`config.mk`:
```
export PLATFORM = sky130hd
export DESIGN_NAME = mul_iter_16bit
export DESIGN_NICKNAME = d
export VERILOG_FILES = /design/src/rtl/mul_iter_16bit.sv
export SDC_FILE = /design/constraint.sdc
export NUM_CORES = 1
export LEC_CHECK = 0
export ABC_AREA = 1
export ABC_CLOCK_PERIOD_IN_PS = 6900
export BUFFER_PORTS_ARGS = -buffer_cell sky130_fd_sc_hd__buf_2
export CORE_ASPECT_RATIO = 0.75
export CORE_MARGIN = 3
export CORE_UTILIZATION = 35
export DETAILED_ROUTE_END_ITERATION = 10
export PLACE_DENSITY = 0.56
export SLEW_MARGIN = 30
export SYNTH_ARGS = -nofsm -noshare
export SYNTH_HDL_FRONTEND = slang
export SYNTH_SLANG_ARGS = --single-unit
```
`constraint.sdc`:
```
create_clock -name clk -period 6.9 [get_ports clk]
set_input_delay 0 -clock clk [delete_from_list [all_inputs] [get_ports clk]]
set_output_delay 0 -clock clk [all_outputs]
set_load 0.005 [all_outputs]
```
`src/rtl/mul_iter_16bit.sv`:
```
// ============================================================================
// Module      : mul_iter_16bit
// Description : Iterative 16x16 signed radix-2 Booth multiplier (one bit per
//               cycle). Define MUL_ZERO_SKIP_EN to finish zero operands at once.
// Revision    : 1.0 - initial release
// ============================================================================
`default_nettype none

module mul_iter_16bit (
    input  logic        clk,
    input  logic        rst,
    input  logic        start,
    input  logic [15:0] A,
    input  logic [15:0] B,
    output logic        busy,
    output logic        done,
    output logic [31:0] Product,
    output logic        Ovfl
);

    localparam logic [1:0] S_IDLE = 2'd0;
    localparam logic [1:0] S_RUN  = 2'd1;
    localparam logic [1:0] S_DONE = 2'd2;
    localparam logic [3:0] C_LAST_ITER = 4'd15;

    logic [1:0]  r_state;
    logic [1:0]  w_state_next;
    logic [15:0] r_m;
    logic [16:0] r_hi;
    logic [15:0] r_lo;
    logic        r_q;
    logic [3:0]  r_cnt;
    logic [31:0] r_product;
    logic        r_ovfl;

    logic        w_accept;
    logic        w_zero_skip;
    logic [16:0] w_m_ext;
    logic [16:0] w_hi_sum;
    logic [16:0] w_hi_shift;
    logic [15:0] w_lo_shift;
    logic [31:0] w_prod_next;
    logic        w_ovfl_next;

    assign w_accept = start && ((r_state == S_IDLE) || (r_state == S_DONE));

`ifdef MUL_ZERO_SKIP_EN
    assign w_zero_skip = (A == 16'd0) || (B == 16'd0);
`else
    assign w_zero_skip = 1'b0;
`endif

    // State register
    always_ff @(posedge clk) begin
        if (rst) begin
            r_state <= S_IDLE;
        end else begin
            r_state <= w_state_next;
        end
    end

    // Next-state logic
    always_comb begin
        w_state_next = r_state;
        case (r_state)
            S_IDLE, S_DONE: begin
                if (w_accept) begin
                    w_state_next = w_zero_skip ? S_DONE : S_RUN;
                end else begin
                    w_state_next = S_IDLE;
                end
            end
            S_RUN: begin
                if (r_cnt == C_LAST_ITER) begin
                    w_state_next = S_DONE;
                end
            end
            default: w_state_next = S_IDLE;
        endcase
    end

    // Output decode
    always_comb begin
        busy = (r_state == S_RUN);
        done = (r_state == S_DONE);
    end

    // Booth step: Hi is 17 bits wide so that subtracting M = -32768 cannot wrap
    assign w_m_ext = {r_m[15], r_m};

    always_comb begin
        w_hi_sum = r_hi;
        case ({r_lo[0], r_q})
            2'b01:   w_hi_sum = r_hi + w_m_ext;
            2'b10:   w_hi_sum = r_hi - w_m_ext;
            default: w_hi_sum = r_hi;
        endcase
    end

    assign w_hi_shift  = {w_hi_sum[16], w_hi_sum[16:1]};
    assign w_lo_shift  = {w_hi_sum[0], r_lo[15:1]};
    assign w_prod_next = {w_hi_shift[15:0], w_lo_shift};
    assign w_ovfl_next = !((&w_prod_next[31:15]) || (~|w_prod_next[31:15]));

    always_ff @(posedge clk) begin
        if (rst) begin
            r_m       <= 16'd0;
            r_hi      <= 17'd0;
            r_lo      <= 16'd0;
            r_q       <= 1'b0;
            r_cnt     <= 4'd0;
            r_product <= 32'd0;
            r_ovfl    <= 1'b0;
        end else if (w_accept) begin
            r_m   <= A;
            r_hi  <= 17'd0;
            r_lo  <= B;
            r_q   <= 1'b0;
            r_cnt <= 4'd0;
            if (w_zero_skip) begin
                r_product <= 32'd0;
                r_ovfl    <= 1'b0;
            end
        end else if (r_state == S_RUN) begin
            r_hi  <= w_hi_shift;
            r_lo  <= w_lo_shift;
            r_q   <= r_lo[0];
            r_cnt <= r_cnt + 4'd1;
            if (r_cnt == C_LAST_ITER) begin
                r_product <= w_prod_next;
                r_ovfl    <= w_ovfl_next;
            end
        end
    end

    assign Product = r_product;
    assign Ovfl    = r_ovfl;

endmodule

`default_nettype wire
```
[After elaboration in Yosys (flattened, before gate mapping)]
Cells that the tools add are included.
Cells by class
  add/subtract/negate cells: 3
  $mul: 0
  divide/modulo/power cells: 0
  order comparisons: 0
  equality and inequality tests: 6
  shifts and indexed selects: 0
  multiplexer cells: 6
  bitwise gates (word level): 1
  reduce and logical (&&, ||, !) cells: 12
Operators by type and width (count)
  17-bit case mux with 2 select lines: 1
  16-bit 2-to-1 mux: 2
  16-bit by 16-bit adder with 17-bit output: 1
  17-bit AND reduction: 1
  17-bit OR reduction: 1
  16-bit by 16-bit subtractor with 17-bit output: 1
  4-bit by 1-bit adder with 4-bit output, second input constant: 1
  2-bit by 1-bit == test with 1-bit output, second input constant: 2
  2-bit == test, second input constant: 2
  4-bit == test, second input constant: 1
  2-bit case mux with 2 select lines: 1
  2-bit OR reduction: 2
  3-bit AND reduction: 1
  1-bit logical NOT: 2
  2-bit logical NOT: 1
  1-bit logical OR: 2
  2-bit 2-to-1 mux: 1
  2-bit by 1-bit != test with 1-bit output, second input constant: 1
  2-bit nonzero test: 1
  1-bit logical AND: 1
  1-bit 2-to-1 mux: 1
  1-bit inverter: 1
Word-level totals
  register bits after elaboration: 88
  bits in latches: 0
  memory bits (writable): 0
  ROM bits: 0
  input bits: 35
  memories: 0

[Depth between registers and ports, before layout]
  depth in word-level cells: 6
  gate-level depth with buffers: 28

[Worst setup path before layout]
OpenSTA, ideal clock, no wires.
  kind: register to register
  from: register r_m[0]
  to: register r_ovfl, in the netlist Ovfl
  setup time: 109 ps
  arrival: 2841 ps
  data required time: 6791 ps
  setup slack: 3950 ps
  stages on the path, launching flop included: 28
  period minus slack after synthesis: 2950 ps
  path through: dfxtp_1 > inv_1 > ha_1 > inv_1 > nor2_2 > nand2_1 > nor2_2 > nand2_1 > o31ai_1 > o21ai_0 > xor2_1 > ha_1 > nand2_1 > inv_1 > nand2_1 > nand2_1 > a21oi_2 > nand2_1 > nand2_1 > nand3_1 > nand2_1 > nand2_1 > nor2_1 > nand3_1 > nand2_1 > nand3_1 > nand2_1 > inv_1
On the way
  cells in the longest elaborated chain, start to end: 6
  elaborated cells on any way between the ends: 8
Ends and longest elaborated chain
  start, declared: line 28  | logic [15:0] r_m;
  start signal, assigned: line 107  | r_m <= 16'd0;
  start signal, assigned: line 115  | r_m <= A;
  16-bit by 16-bit subtractor with 17-bit output or 16-bit by 16-bit adder with 17-bit output (tied branches): line 95, 94
  17-bit case mux with 2 select lines *: line 93  | case ({r_lo[0], r_q})
  17-bit OR reduction: line 103  | assign w_ovfl_next = !((&w_prod_next[31:15]) || (~|w_prod_next[31:15]));
  1-bit logical NOT: line 103
  1-bit logical OR *: line 103
  1-bit logical NOT *: line 103
  end signal, assigned: line 131  | r_ovfl <= w_ovfl_next;
  end, declared: line 34  | logic r_ovfl;
Every way passes the cells marked *; elsewhere a longest branch is shown, timed or not.
A chain may end at the register's enable or synchronous reset.

[Worst setup path in the final report]
  from: register r_state[0]
  to: register, netlist name r_hi[15]
On the way
  cells in the longest elaborated chain, start to end: 4
  elaborated cells on any way between the ends: 6
Ends and longest elaborated chain
  start, declared: line 26  | logic [1:0] r_state;
  start signal, assigned: line 58  | r_state <= w_state_next;
  2-bit == test or 2-bit logical NOT (tied branches): line 45  | assign w_accept = start && ((r_state == S_IDLE) || (r_state == S_DONE));
  1-bit logical OR: line 45
  1-bit logical AND: line 45
  2-bit OR reduction (no source line)
Several ways; a longest one is shown, not always the timed one.

==> impl_metrics.py <==
metrics = {
    "clocking": {
        "cts_tree": "yes",
        "htreeDepth": 3,
        "cts.sinks": 88,
        "cts_setup_buffers": 0,
        "clk_path_buf_depth": 2,
        "cts_made_buffers": 9,
        "cts.repair.resized": 0,
        "root_buffer": "clkbuf_16",
        "clkLatencyLatePin_ns": 0.34,
        "clk_pin_slew_ns": 0.06,
    },
    "synth": {
        "ys_ff_latch": 88,
        "synth_edf_count": 0,
        "synth_cells": 784,
        "seq_area_frac_synth": 0.3459,
        "yosysUniqueCellTypes": 37,
        "avgSynthCellArea_sq_um": 6.497,
        "synth_area_sq_mm": 0.005094,
        "async_flop_share": 0,
        "ys_dominant_reg_cell": "dfxtp_1",
        "synth_warnings": 0,
        "synth_nets": 839,
    },
    "finish": {
        "post-route-util": 0.4462,
        "nNetsFinal": 925,
        "final_cells": 1070,
        "area_growth_pct": 22.48,
        "diodes": 0,
        "nFillCells": 1505,
        "drive_gt1_frac": 0.1406,
        "final_common_cell": "nand2_1",
        "layout_common_cells": "nand2_1, inv_1, dfxtp_1",
    },
    "place": {
        "port_buffers": 69,
        "place_inst": 1024,
        "gp_congestion": 0.8158,
        "place_hpwl_mm": 10.51,
    },
    "floorplanning": {
        "die_area_sq_mm": 0.01605,
        "die_y_microns": 110.5,
        "die_x_microns": 145.3,
        "pin_count": 70,
        "coreArea_sq_mm": 0.01398,
        "rows": 37,
        "initial_core_util": 0.3643,
    },
    "drt": {
        "antenna_left": 0,
        "vias": 5023,
        "firstDrtPassIters": 5,
        "wl_per_cell_microns": 13.35,
        "drc": 0,
        "vias_per_cell": 4.694,
        "drt-initial-drc-count": 425,
        "routed_wl_mm": 14.29,
    },
    "setup_path": {
        "path_class": "reg -> reg",
        "crit_path_end_kind": "register",
        "worstPathMaxFanout": 26,
        "worstPathRequired_ns": 7.19,
        "crit_arrival_ns": 4.08,
        "start_kind": "register",
    },
    "job": {
        "maxCapViolCount": 0,
    },
    "pwr": {
        "irDropWorstVdd_v": 0.0001218,
        "p_total_mw": 1.487,
        "p_leak_nw": 3.121,
        "power.density_mw_per_mm2": 238.3,
    },
    "run_status": {
        "run_status": "finished, final reports clean",
    },
    "timing": {
        "post-route-period-util": 0.5500,
        "fmax_ghz": 0.2635,
        "finalSetupViolCount": 0,
        "rsz0062_at_grt": "false",
        "drv_slew": 0,
        "relSlewSlack": 0.3669,
        "hold_viol_final": 0,
        "fin_skew_ns": 0.004716,
        "finalSetupTns_ns": 0,
        "fin_hold_ws_ns": 0.02072,
        "worstMarginPinSlew_ns": 0.9462,
        "fin_crit_ns": 3.795,
    },
    "global_route": {
        "gr-total-overflow": 0,
        "grt_max_degree": 38,
        "grt_pass1_wl_mm": 23.56,
        "grt.total_usage": 0.1776,
        "antenna_found_initial": 0,
        "grt_pass1_vias": 4579,
    },
    "worst_hold_path": {
        "min_path_type": "in -> reg",
    },
}
[cells in the mapped netlist (all sizes together), types with 2 or more instances]
| cell type | n | area (sq um) |
|---|---|---|
| nand2 | 217 | 847.1 |
| inv | 118 | 442.9 |
| dfxtp | 88 | 1762 |
| nor2 | 88 | 357.8 |
| nand3 | 73 | 380.4 |
| o21ai | 54 | 270.3 |
| a21oi | 30 | 157.7 |
| clkbuf | 21 | 78.83 |
| ha | 19 | 237.7 |
| o211ai | 12 | 90.09 |
| a221oi | 8 | 70.07 |
| a31oi | 8 | 50.05 |
| buf | 8 | 38.78 |
| xor2 | 8 | 70.07 |
| clkinv | 5 | 18.77 |
| nor3 | 5 | 30.03 |
| xnor2 | 5 | 43.79 |
| nand3b | 3 | 35.03 |
| nand4 | 3 | 18.77 |
| o21a | 3 | 22.52 |
| and2 | 2 | 12.51 |
| or2 | 2 | 15.02 |
[worst paths after layout]
check / from / end / slack (ns) / depth (start not counted)
worst max-delay path: r_state[0]$_SDFFE_PP0P_ / r_hi[15]$_SDFFE_PP0P_ / 3.10 / 8
worst min-delay path: A[8] / r_m[8]$_SDFFE_PP0P_ / 0.02 / 3
worst max register to register: r_state[0]$_SDFFE_PP0P_ / r_hi[15]$_SDFFE_PP0P_ / 3.10 / 8
worst min register to register: r_q$_SDFFE_PP0P_ / r_q$_SDFFE_PP0P_ / 0.46 / 2
[per-layer routing]
| layer | track usage | vias up | wire length (microns) |
|---|---|---|---|
| met1 | 0.2788 | 2203 | 7610 |
| met3 | 0.03035 | 9 | 924 |
| li1 | - | 2662 | - |
| met5 | 0 | - | 0 |
| met2 | 0.2530 | 149 | 5662 |
| met4 | 0.03352 | 0 | 87 |
[cell type report]
class	count	area (sq um)	area share
Multi-Input combinational cell	544	2755	0.4416
Sequential cell	88	1762	0.2824
Tap cell	195	244.0	0.03911
Clock buffer	12	256.5	0.04112
Clock inverter	4	76.32	0.01223
Timing Repair Buffer	104	683.2	0.1095
Inverter	123	461.7	0.07401
[state kept, by name, summed over array words and instances (netlist names)]
signal	cells
Ovfl	1
r_q	1
r_hi	16
Product	32
r_lo	16
r_m	16
r_state	2
r_cnt	4
[report_power, final]
part | total (mW) | switching [mW] | internal (mW)
Sequential | 0.548 | 0.0182 | 0.530
Clock | 0.547 | 0.209 | 0.338
Combinational | 0.392 | 0.254 | 0.138
Total | 1.49 | 0.481 | 1.01
[repair_timing]
item | CTS | global route
setup endpoints to repair | 0 | 0
hold buffers | 30 | 0
endpoints found under the hold margin | 30 | 0
[critical path, cell delays in order, from the launching register on]
cell and delay [ns]:
dfxtp_1 0.33, inv_1 0.06, nand2_1 0.54, clkinv_1 0.84
nor2_1 0.98, clkinv_1 0.59, a21oi_1 0.23, o21ai_0 0.11
inv_1 0.06
[cell families (layout without fill, tap and decap cells)]
| family | Yosys count | count (layout) | share of synthesized area |
|---|---|---|---|
| simple gates | 393 | 393 | 0.3331 |
| buf+inv | 152 | 243 | 0.1137 |
| compound gates | 118 | 118 | 0.1344 |
| flops | 88 | 88 | 0.3459 |
| fa+ha+maj | 20 | 20 | 0.05060 |
| xor+xnor | 13 | 13 | 0.02235 |
[per-stage QoR]
| stage | setup WS [ns] | instance area (sq um) |
|---|---|---|
| after floorplan | 3.950 | 5094 |
| final | 3.105 | 6238 |
| after detailed placement | 3.027 | 5605 |
| after CTS | 2.993 | 6238 |
| after global routing | 2.539 | 6238 |
| after global placement | 3.174 | 5605 |
No activity file was read; power rests on OpenSTA's default activity.
